File: src/rtl/exhaustive_stim_gen.sv
// Exhaustive operand sweep source: presents every {b, a} combination in binary
// order over valid/ready, spaced by HOLD cycles, then a final all-zero vector.
module exhaustive_stim_gen #(
  parameter int W    = 2,
  parameter int HOLD = 10
) (
  input  logic           clk,
  input  logic           rst_n,
  input  logic           start,
  input  logic           ready,
  output logic [W-1:0]   a_out,
  output logic [W-1:0]   b_out,
  output logic           valid,
  output logic           last,
  output logic [2*W:0]   vec_idx,
  output logic           busy,
  output logic           done
);

  localparam int IDXW     = 2 * W + 1;
  localparam int HOLD_EFF = (HOLD < 1) ? 1 : HOLD;
  localparam int CW       = (HOLD_EFF > 2) ? $clog2(HOLD_EFF) : 1;

  localparam logic [IDXW-1:0] LAST_OP   = IDXW'((1 << (2 * W)) - 1);
  localparam logic [CW-1:0]   HOLD_LOAD = CW'((HOLD_EFF > 1) ? HOLD_EFF - 2 : 0);

  localparam logic [2:0] ST_IDLE  = 3'd0;
  localparam logic [2:0] ST_DRIVE = 3'd1;
  localparam logic [2:0] ST_HOLD  = 3'd2;
  localparam logic [2:0] ST_FINAL = 3'd3;
  localparam logic [2:0] ST_DONE  = 3'd4;

  logic [2:0]      state_q, state_d;
  logic [IDXW-1:0] vec_idx_q, vec_idx_d;
  logic [CW-1:0]   cnt_q, cnt_d;
  logic            advance;

  always_comb begin
    // NOTE: every combinational output gets a default first so no path infers a latch.
    state_d   = state_q;
    vec_idx_d = vec_idx_q;
    cnt_d     = cnt_q;
    advance   = 1'b0;

    case (state_q)
      ST_IDLE: begin
        if (start) begin
          state_d   = ST_DRIVE;
          vec_idx_d = '0;
        end
      end
      ST_DRIVE: begin
        if (ready) begin
          if (HOLD_EFF > 1) begin
            state_d = ST_HOLD;
            cnt_d   = HOLD_LOAD;
          end else begin
            advance = 1'b1;
          end
        end
      end
      ST_HOLD: begin
        if (cnt_q == '0) advance = 1'b1;
        else             cnt_d   = cnt_q - CW'(1);
      end
      ST_FINAL: begin
        if (ready) begin
          state_d   = ST_DONE;
          vec_idx_d = '0;
        end
      end
      ST_DONE:  state_d = ST_IDLE;
      default:  state_d = ST_IDLE;
    endcase

    // The return-to-zero vector is simply index 2^(2W): its operand slices are all zero.
    if (advance) begin
      vec_idx_d = vec_idx_q + IDXW'(1);
      state_d   = (vec_idx_q == LAST_OP) ? ST_FINAL : ST_DRIVE;
    end
  end

  // NOTE: sequential state uses non-blocking assignments so every register samples pre-edge values.
  always_ff @(posedge clk or negedge rst_n) begin
    if (!rst_n) begin
      state_q   <= ST_IDLE;
      vec_idx_q <= '0;
      cnt_q     <= '0;
    end else begin
      state_q   <= state_d;
      vec_idx_q <= vec_idx_d;
      cnt_q     <= cnt_d;
    end
  end

  assign a_out   = vec_idx_q[W-1:0];
  assign b_out   = vec_idx_q[2*W-1:W];
  assign vec_idx = vec_idx_q;
  assign valid   = (state_q == ST_DRIVE) || (state_q == ST_FINAL);
  assign last    = (state_q == ST_FINAL);
  assign busy    = (state_q == ST_DRIVE) || (state_q == ST_HOLD) || (state_q == ST_FINAL);
  assign done    = (state_q == ST_DONE);

endmodule

File: config.mk
export PLATFORM = sky130hd
export DESIGN_NAME = exhaustive_stim_gen
export DESIGN_NICKNAME = d
export VERILOG_FILES = /design/src/rtl/exhaustive_stim_gen.sv
export SDC_FILE = /design/constraint.sdc
export NUM_CORES = 1
export LEC_CHECK = 0
export BUFFER_PORTS_ARGS = -buffer_cell sky130_fd_sc_hd__buf_2
export CAP_MARGIN = 20
export CORE_UTILIZATION = 45
export DETAILED_ROUTE_END_ITERATION = 10
export PLACE_DENSITY = 0.68
export SLEW_MARGIN = 15
export SYNTH_ARGS = -nofsm -noshare
export SYNTH_HDL_FRONTEND = slang
export SYNTH_SLANG_ARGS = --single-unit
File: constraint.sdc
create_clock -name clk -period 3.8 [get_ports clk]
set_input_delay 0.57 -clock clk [delete_from_list [all_inputs] [get_ports clk]]
set_output_delay 0.57 -clock clk [all_outputs]
set_load 0.03 [all_outputs]
Yosys cells after proc, flatten, opt, wreduce, memory -nomap -nowiden
Index checks and enable logic that the tools add are counted.

cells by class
  equal/unequal tests = 11
  reduce and logical (&&, ||, !) cells = 10
  add/subtract/negate cells = 2
  multiplexer cells = 15

operator list
  cell                 number
  $mux 5               3
  $mux 3               4
  $pmux 3 s4           1
  $pmux 5 s2           1
  $mux 4               2
  $pmux 4 s2           1
  $eq 3x2->1 const B   2
  $ne 2x2->1 const B   3
  $ne 3x3->1 const B   2
  $reduce_and 3->1     2
  $add 5x1->5 const B  1
  $eq 5x4->1 const B   1
  $logic_not 4->1      1
  $reduce_and 4->1     1
  $sub 4x1->4 const B  1
  $eq 3x1->1 const B   1
  $eq 3x3->1 const B   1
  $logic_not 3->1      1
  $logic_or 1x1->1     3
  $ne 3x2->1 const B   1
  $reduce_bool 3->1    1
  $mux 1               2
  $mux 2               1
  $reduce_bool 2->1    1

word-level totals
  output and inout port bits = 13
  register bits = 12

Depth between registers and ports, before layout
Gate-level depths: netlist (run 1).

  word-level depth = 5
  gate-level depth with buffers = 6
  depth with buffers taken out = 5

Worst setup path before layout (run 1)
Ideal clock, no wire load.

  kind = flip-flop to output port
  start point = reg state_q[0]
  end point = out valid
  required time = 3.230 ns
  setup slack = 2.132 ns
  path buffers = 1
  stages on the path, launching flop included = 3
  arrival time = 1.098 ns
  path through = dfrtp_1 clkbuf_1 nor2b_1

on the way
  cells in the longest elaborated chain, start to end = 2
  elaborated cells between the ends (all ways) = 3
  those cells by class = eq/ne: 2; reduce/logical: 1

RTL lines
  element                                   RTL line  RTL
  start, declared                           33        logic [2:0] state_q, state_d;
  start signal, assigned                    90        state_q <= state_d;
  $eq 3x1->1 or $eq 3x2->1 (tied branches)  99        assign valid = (state_q == ST_DRIVE) || (state_q == ST_FINAL);
  $logic_or 1x1->1 (*)                      99
  end, declared                             13        output logic valid,

Mark *: on every way between the ends. The rest lies on a longest branch, timed or not.

Worst setup path after layout (run 1)
  start point = reg cnt_q[0]
  end point = reg vec_idx_q[3] (netlist: vec_idx[3])

on the way
  cells in the longest elaborated chain, start to end = 5
  elaborated cells between the ends (all ways) = 8
  those cells by class = eq/ne: 2; mux: 3; reduce/logical: 3

RTL lines
  element                                              RTL line  RTL
  start, declared                                      35        logic [CW-1:0] cnt_q, cnt_d;
  start signal, assigned                               92        cnt_q <= cnt_d;
  $logic_not 4->1 (*)                                  63        if (cnt_q == '0) advance = 1'b1;
  $mux 1 (*)                                           63
  $mux 1 (*)                                           --
  $ne 3x2->1 (no source line) (tied with other cells)  --
  $reduce_and 3->1 (no source line)                    --
  end signal, assigned                                 91        vec_idx_q <= vec_idx_d;
  end, declared                                        34        logic [IDXW-1:0] vec_idx_q, vec_idx_d;

Marked as above.
A chain may end at the register's enable or synchronous reset.

==> impl_metrics.py, run 1 <==
metrics = {
    "synth": {
        "synth-seq-area-share": 0.398,
        "synth_most_common_cell": "dfrtp_1",
        "yosysTopAreaCell": "dfrtp_1",
        "netlist.area_leader.share": 0.398,
        "synthCells": 82,
        "synth_cell_types": 33,
        "syn_area_um2": 754,
        "yosys_warnings": 0,
        "synth_commonest_cells": "dfrtp_1, o21ai_0, a21oi_1",
        "ys_ff_latch": 12,
        "async_reset_ff_frac": 1.00,
        "synth_edf_count": 0,
        "syn_avg_cell_area_um2": 9.20,
        "syn_nets": 90,
        "ys.flop_type": "dfrtp_1",
        "synthTopCellsByArea": "dfrtp_1, ha_1, o21ai_0, buf_4, or3b_1",
    },
    "critical_path": {
        "r2r_setup_slack_ps": 1890,
        "cpMaxStageDelayCell": "or4_1",
        "cp_cell_sequence": "inv_1 -> ha_1 -> or3b_1 -> or4_1 -> o211ai_1",
        "required_ps": 4000,
        "crit_family": "simple AND/OR/NAND/NOR gates",
        "endpoint_kind": "flop",
        "cpPeakStageDelay_ps": 560,
        "critPathKind": "flop to flop",
        "cp-start-kind": "flop",
        "crit_arrival_ps": 2110,
        "path_buf_inv": 1,
        "path_max_fanout": 13,
    },
    "placement": {
        "io_buffers": 16,
        "gp_congestion": 0.743,
        "dpl.hpwl_um": 972,
    },
    "global_route": {
        "grt-ovfl-total": 0,
        "grt_max_degree": 14,
        "antenna_found_initial": 0,
        "grt_pass1_vias": 538,
        "grt.total_usage": 0.170,
        "grt_pass1_wl_um": 2330,
    },
    "timing": {
        "setup_violations": 0,
        "timing.fmax_ghz": 0.523,
        "timing.slew.headroom": 0.686,
        "finalCritPeriodShare": 0.503,
        "drv_slew": 0,
        "hold_viol": 0,
        "skew_ps": 0.961,
        "timing_worst_slew_pin_value_ps": 470,
        "tns_ps": 0,
        "final.min_clock_period_ps": 1910,
        "rsz0062_at_grt": "no",
    },
    "clock_network": {
        "clkSinkCount": 12,
        "holdBufCountCts": 0,
        "h-tree-depth": 1,
        "ctsResizeCount": 0,
        "cts_tree": "built",
        "clockRootBuffer": "clkbuf_4",
        "cts_buffers": 3,
        "clk_latency_ps": 280,
        "cts_buffer_depth": 2,
        "path_clk_slew_ps": 80,
        "cts_setup_buffers": 0,
    },
    "die": {
        "ios": 17,
        "die_area_um2": 1840,
        "rows": 14,
        "die-width_um": 42.9,
        "start_util": 0.489,
        "die_h_um": 42.9,
        "core_um2": 1540,
    },
    "routing": {
        "drt-total-wl_um": 1380,
        "drtAntennaViolNets": 0,
        "routed_via_density": 5.76,
        "via_count": 628,
        "drtPass1Iterations": 4,
        "wl_per_cell_um": 12.7,
        "drc": 0,
        "drtIter0Drc": 12,
    },
    "power_and_ir_drop": {
        "powerDensity_nw_per_um2": 708,
        "p_leak_nw": 0.405,
        "ir_drop_mv": 0.359,
    },
    "worst_hold_path": {
        "hold_path_class": "input port to asynchronous set/reset pin",
    },
    "final_layout": {
        "final_layout_size_suffix_gt1_frac": 0.258,
        "final_nets": 102,
        "syn_to_final_growth_pct": 11.4,
        "antennaDiodeCount": 0,
        "fin_util": 0.545,
    },
    "run_status": {
        "status": "completed",
    },
    "job": {
        "maxCapViolations": 0,
    },
}
power breakdown:
part           internal [mW]  leakage, nW  switching, mW
Sequential             0.164        0.156         0.0551
Clock                 0.0583       0.0210         0.0449
Combinational          0.105        0.228          0.168
layer usage:
metal	routed length [um]	GRT usage
met1	664	0.210
met2	616	0.276
met3	59	0.0255
met4	40	0.109
met5	0	0
metrics by stage:
stage / cells / power, mW / hold slack (ps) / area [um2] / worst slack, ps
4_1_cts: 109 / 0.600 / 158 / 841 / 1880
6_report: 109 / 0.595 / 155 / 841 / 1890
5_1_grt: 109 / 0.640 / 166 / 841 / 1760
2_1_floorplan: 82 / 0.441 / 274 / 754 / 2130
3_5_place_dp: 105 / 0.495 / 462 / 805 / 1900
3_3_place_gp: 105 / 0.491 / 462 / 805 / 1960
flip-flops by register name, indices dropped and copies added, names as in the netlist:
name and flops:
vec_idx 5, cnt_q 4, state_q 3
placed cells by master (no fill, tap or decap), types with 2 or more instances in the layout:
cell and count:
and3_1 2, nor3b_1 2, buf_2 16, or3b_1 3, or4_1 2, o21ai_1 2
ha_1 4, nand2_1 2, o21bai_1 2, nand3_1 3, dfrtp_1 12, o211ai_1 2
nor2b_1 3, inv_1 4, nor2_1 4, a21oi_1 5, o21ai_0 7, clkbuf_4 3
worst paths after layout:
check | end | startpoint | cells past startpoint
max | vec_idx[3] | cnt_q[0] | 5
min | vec_idx[0] | rst_n | 1
max reg2reg | vec_idx[3] | cnt_q[0] | 5
min reg2reg | vec_idx[1] | vec_idx[1] | 2
max in group asynchronous | vec_idx[4] | rst_n | 1
min in group clk | vec_idx[1] | vec_idx[1] | 2
layout make-up:
cell class | instances | area, um2
clock buffers | 4 | 36.3
fillers | 146 | 701
inverters | 4 | 15.0
multi-input cells | 57 | 389
flip-flops and latches | 12 | 300
repair buffers | 16 | 80.1
well taps | 16 | 20.0
kinds of logic (layout without fill, tap and decap cells):
logic type,Yosys count,in the layout,share of synthesized area
fa+ha+maj,4,4,0.0663
flops,12,12,0.398
mux,1,1,0.0149
buf+inv,13,24,0.0862
compound gates,23,23,0.184
simple gates,29,29,0.250
Power figures use the tool's default switching activity.
==> run 2: changes to the inputs <==
--- a/config.mk
+++ b/config.mk
@@ -9,7 +9,7 @@
 export CAP_MARGIN = 20
 export CORE_UTILIZATION = 45
 export DETAILED_ROUTE_END_ITERATION = 10
-export PLACE_DENSITY = 0.68
+export PLACE_DENSITY = 0.71
 export SLEW_MARGIN = 15
 export SYNTH_ARGS = -nofsm -noshare
 export SYNTH_HDL_FRONTEND = slang
==> constraint.sdc (replaced) <==
create_clock -name clk -period 1.6 [get_ports clk]
set_input_delay 0.24 -clock clk [delete_from_list [all_inputs] [get_ports clk]]
set_output_delay 0.24 -clock clk [all_outputs]
set_load 0.03 [all_outputs]
==> impl_metrics.py, run 2 (synthesis gave the netlist of run 1 again) <==
metrics = {
    "critical_path": {
        "crit_arrival_ps": 1790,
        "endpoint_kind": "flop",
        "required_ps": 1790,
        "r2r_end": "vec_idx[3]",
        "rr_worst_depth": 5,
        "critPathKind": "flop to flop",
        "cp-start-kind": "flop",
        "timing.rr.start": "cnt_q[0]",
        "r2r_setup_slack_ps": 5,
        "startpoint": "cnt_q[0]",
        "path_max_fanout": 5,
    },
    "final_layout": {
        "layout_commonest_cell": "buf_2",
        "final_cell_mix": "buf_2, dfrtp_1, buf_4, a21oi_1",
        "syn_to_final_growth_pct": 30.3,
        "final_nets": 116,
        "final_layout_size_suffix_gt1_frac": 0.411,
        "largest_reg_flops": 5,
        "antennaDiodeCount": 0,
    },
    "die": {
        "die-width_um": 42.9,
        "die_h_um": 42.9,
        "core_um2": 1540,
        "start_util": 0.489,
        "ios": 17,
        "rows": 14,
        "die_area_um2": 1840,
    },
    "global_route": {
        "antenna_found_initial": 0,
        "grt_max_degree": 13,
        "grt_pass1_vias": 678,
        "grt_pass1_wl_um": 2990,
        "grt.total_usage": 0.214,
        "grt-ovfl-total": 0,
    },
    "clock_network": {
        "clk_latency_ps": 270,
        "cts_buffer_depth": 2,
        "clkSinkCount": 12,
        "cts_tree": "built",
        "cts_buffers": 3,
        "clockRootBuffer": "clkbuf_4",
        "path_clk_slew_ps": 80,
        "h-tree-depth": 1,
    },
    "timing": {
        "finalWorstSetupSlack_ps": 4.60,
        "hold_ws_ps": 266,
        "rsz0062_at_grt": "yes",
        "timing.fmax_ghz": 0.627,
        "drv_slew": 0,
        "final.min_clock_period_ps": 1600,
        "hold_viol": 0,
        "timing.slew.headroom": 0.657,
        "timing_worst_slew_pin_value_ps": 514,
        "finalCritPeriodShare": 0.997,
        "skew_ps": 0.850,
        "setup_violations": 0,
    },
    "worst_hold_path": {
        "whs_path_depth": 3,
        "worstHoldEndpoint": "state_q[0]",
        "hold_path_startpoint": "ready",
        "hold_path_class": "input port to flop",
    },
    "power_and_ir_drop": {
        "powerDensity_nw_per_um2": 1720,
        "p_leak_nw": 0.474,
        "ir_drop_mv": 1.23,
    },
    "routing": {
        "via_count": 685,
        "wl_per_cell_um": 14.2,
        "drtAntennaViolNets": 0,
        "drtIter0Drc": 10,
        "drt-total-wl_um": 1750,
        "drc": 0,
        "drtPass1Iterations": 4,
        "routed_via_density": 5.57,
    },
    "placement": {
        "dpl.hpwl_um": 1190,
        "gp_congestion": 0.770,
        "io_buffers": 16,
        "place_ws_ps": -15.4,
    },
    "run_status": {
        "status": "completed",
    },
    "job": {
        "maxCapViolations": 0,
    },
}
[run 2: metrics by stage]
| stage | TNS [ps] | instance area (um2) | power, mW | utilization | cells |
|---|---|---|---|---|---|
| 2_1_floorplan | 0 | 759 | 1.07 | - | 82 |
| 3_3_place_gp | 0 | 892 | 1.34 | 0.579 | 116 |
| 3_5_place_dp | -15.4 | 892 | 1.36 | 0.579 | 116 |
| 4_1_cts | 0 | 957 | 1.64 | 0.621 | 122 |
| 5_1_grt | -81.8 | 983 | 1.82 | 0.638 | 123 |
| 6_report | 0 | 983 | 1.70 | 0.638 | 123 |
[run 2: area by class of cell]
type,instances,area (um2)
clock buffer,4,36.3
tap,16,20.0
timing repair buffer,29,183
fill,125,558
sequential,12,300
multi-input combinational,58,429
inverter,4,15.0
[run 2: repair_timing]
item                       in CTS  in global routing
gates resized for setup         1                  7
gates cloned                    1                  0
hold buffers                    1                  0
setup buffers                   0                  1
hold endpoints to repair       12                  0
setup endpoints to repair       2                  5
[run 2: worst max-delay path by stage]
stage	end	cells past startpoint
4_1_cts	vec_idx[3]	5
6_report	vec_idx[3]	5
2_1_floorplan	state_q[1]	6
3_5_place_dp	vec_idx[3]	5
5_1_grt	vec_idx[3]	5
3_3_place_gp	vec_idx[3]	5
[run 2: metal layers]
layer / track usage / routed length [um] / vias up / part of all wire
met5: 0 / 0 / - / 0
met1: 0.275 / 814 / 318 / 0.47
met2: 0.370 / 860 / 20 / 0.49
met4: 0.0909 / 21 / 0 / 0.012
met3: 0.0128 / 51 / 2 / 0.029
li1: - / - / 345 / -
[run 2: critical path: stages (launching register included)]
cell and delay, ps:
dfrtp_1 390, inv_2 80, ha_4 140, or3b_4 410, or4_1 410, o211ai_1 90
[run 2: where the power goes]
group	switching, mW	internal, mW
Sequential	0.0941	0.390
Clock	0.105	0.138
Combinational	0.534	0.434
==> run 3: changes to the inputs <==
--- a/config.mk
+++ b/config.mk
@@ -7,9 +7,9 @@
 export LEC_CHECK = 0
 export BUFFER_PORTS_ARGS = -buffer_cell sky130_fd_sc_hd__buf_2
 export CAP_MARGIN = 20
-export CORE_UTILIZATION = 45
+export CORE_UTILIZATION = 46
 export DETAILED_ROUTE_END_ITERATION = 10
-export PLACE_DENSITY = 0.71
+export PLACE_DENSITY = 0.72
 export SLEW_MARGIN = 15
 export SYNTH_ARGS = -nofsm -noshare
 export SYNTH_HDL_FRONTEND = slang
==> impl_metrics.py, run 3 (synthesis gave the netlist of run 1 again) <==
metrics = {
    "clock_network": {
        "clockRootBuffer": "clkbuf_4",
        "cts_buffer_depth": 2,
        "cts_tree": "built",
        "clkSinkCount": 12,
        "path_clk_slew_ps": 70,
        "clk_latency_ps": 260,
        "h-tree-depth": 1,
        "cts_buffers": 3,
    },
    "critical_path": {
        "cpPeakStageDelay_ps": 410,
        "crit_family": "simple AND/OR/NAND/NOR gates",
        "cp-start-kind": "flop",
        "endpoint_kind": "flop",
        "path_buf_inv": 1,
        "path_max_fanout": 6,
        "crit_arrival_ps": 1780,
        "required_ps": 1780,
        "cp_cell_sequence": "inv_2 -> ha_4 -> or3b_4 -> or4_1 -> o211ai_1",
        "cpMaxStageDelayCell": "or3b_4",
        "critPathKind": "flop to flop",
        "r2r_setup_slack_ps": 4,
    },
    "routing": {
        "drc": 0,
        "drtAntennaViolNets": 0,
        "wl_per_cell_um": 12.3,
        "drtIter0Drc": 24,
        "routed_via_density": 5.54,
        "drt-total-wl_um": 1520,
        "drtPass1Iterations": 4,
        "via_count": 681,
    },
    "global_route": {
        "grt.total_usage": 0.196,
        "grt_pass1_vias": 627,
        "grt_pass1_wl_um": 2660,
        "grt-ovfl-total": 0,
        "antenna_found_initial": 0,
        "grt_max_degree": 13,
    },
    "final_layout": {
        "postLayoutCellArea_um2": 963,
        "fin_util": 0.632,
        "final_layout_size_suffix_gt1_frac": 0.393,
        "layout_commonest_cell": "buf_2",
        "final_nets": 117,
        "largest_reg_flops": 5,
        "final_cell_mix": "buf_2, buf_4, dfrtp_1, o21ai_0, a21oi_1",
        "syn_to_final_growth_pct": 27.7,
        "antennaDiodeCount": 0,
    },
    "placement": {
        "place_area_um2": 892,
        "gp_congestion": 0.809,
        "dpl.hpwl_um": 1110,
        "io_buffers": 16,
    },
    "power_and_ir_drop": {
        "ir_drop_mv": 1.23,
        "netSwitchingPower_mw": 0.698,
        "combPwrFrac": 0.608,
        "swShare": 0.432,
        "p_leak_nw": 0.469,
        "clkPwrFrac": 0.111,
        "p_seq_frac": 0.282,
        "powerDensity_nw_per_um2": 1680,
        "p_int_mw": 0.918,
    },
    "die": {
        "ios": 17,
        "die_h_um": 42.5,
        "core_um2": 1520,
        "die-width_um": 42.5,
        "die_area_um2": 1810,
        "rows": 14,
        "start_util": 0.495,
    },
    "timing": {
        "rsz0062_at_grt": "yes",
        "setup_violations": 0,
        "final.min_clock_period_ps": 1600,
        "timing.slew.headroom": 0.672,
        "drv_slew": 0,
        "timing.fmax_ghz": 0.627,
        "hold_ws_ps": 279,
        "finalCritPeriodShare": 0.997,
        "timing_worst_slew_pin_value_ps": 491,
        "skew_ps": 2.29,
        "hold_viol": 0,
    },
    "job": {
        "maxCapViolations": 0,
    },
    "worst_hold_path": {
        "hold_path_class": "input port to flop",
    },
    "run_status": {
        "status": "completed",
    },
}
[run 3: timing repair]
item                                   CTS  global route
hold buffers                             1             0
cloned                                   1             0
endpoints found under the hold margin   12             0
setup endpoints to repair                2             5
buffers inserted                         2             0
resized for setup                        1             2
[run 3: layout make-up]
type | instances | area (um2)
multi-input cells | 58 | 418
clock buffers | 3 | 22.5
flip-flops and latches | 12 | 300
well taps | 16 | 20.0
fillers | 137 | 561
repair buffers | 30 | 188
inverters | 4 | 15.0
[run 3: worst reg2reg max path, stage by stage, from the launching register on]
cell and delay [ps]:
dfrtp_1 390, inv_2 80, ha_4 140, or3b_4 410, or4_1 410, o211ai_1 90
[run 3: routing by layer]
metal | track usage | routed length (um) | share of wire | vias to the layer above
met5 | 0 | 0 | 0 | -
met3 | 0.0388 | 67 | 0.044 | 0
met2 | 0.329 | 728 | 0.48 | 21
li1 | - | - | - | 346
met1 | 0.238 | 722 | 0.48 | 314
met4 | 0.0938 | 0 | 0 | 0
[run 3: power groups by stage]
stage	Clock [mW]	Combinational [mW]	Sequential, mW
6_report	0.179	0.982	0.455
3_5_place_dp	0	0.900	0.456
4_1_cts	0.184	0.968	0.452
3_3_place_gp	0	0.880	0.452
2_1_floorplan	0	0.590	0.475
5_1_grt	0.202	1.07	0.465
[run 3: path summary, 6_finish.rpt]
path                               to       start  cells after the start
min                        state_q[0]       ready                      3
min in group asynchronous  vec_idx[2]       rst_n                      2
max in group asynchronous    cnt_q[1]       rst_n                      2
min reg2reg                vec_idx[4]  vec_idx[4]                      2
max reg2reg                vec_idx[3]    cnt_q[0]                      5
max                        vec_idx[3]    cnt_q[0]                      5
[run 3: through the flow]
stage          power (mW)  cells  worst slack (ps)  setup TNS (ps)
3_3_place_gp         1.33    116              13.7               0
5_1_grt              1.74    123             -48.1           -89.5
2_1_floorplan        1.07     82              6.65               0
3_5_place_dp         1.36    116             -27.9           -28.7
4_1_cts              1.60    123              10.9               0
6_report             1.62    123              4.08               0
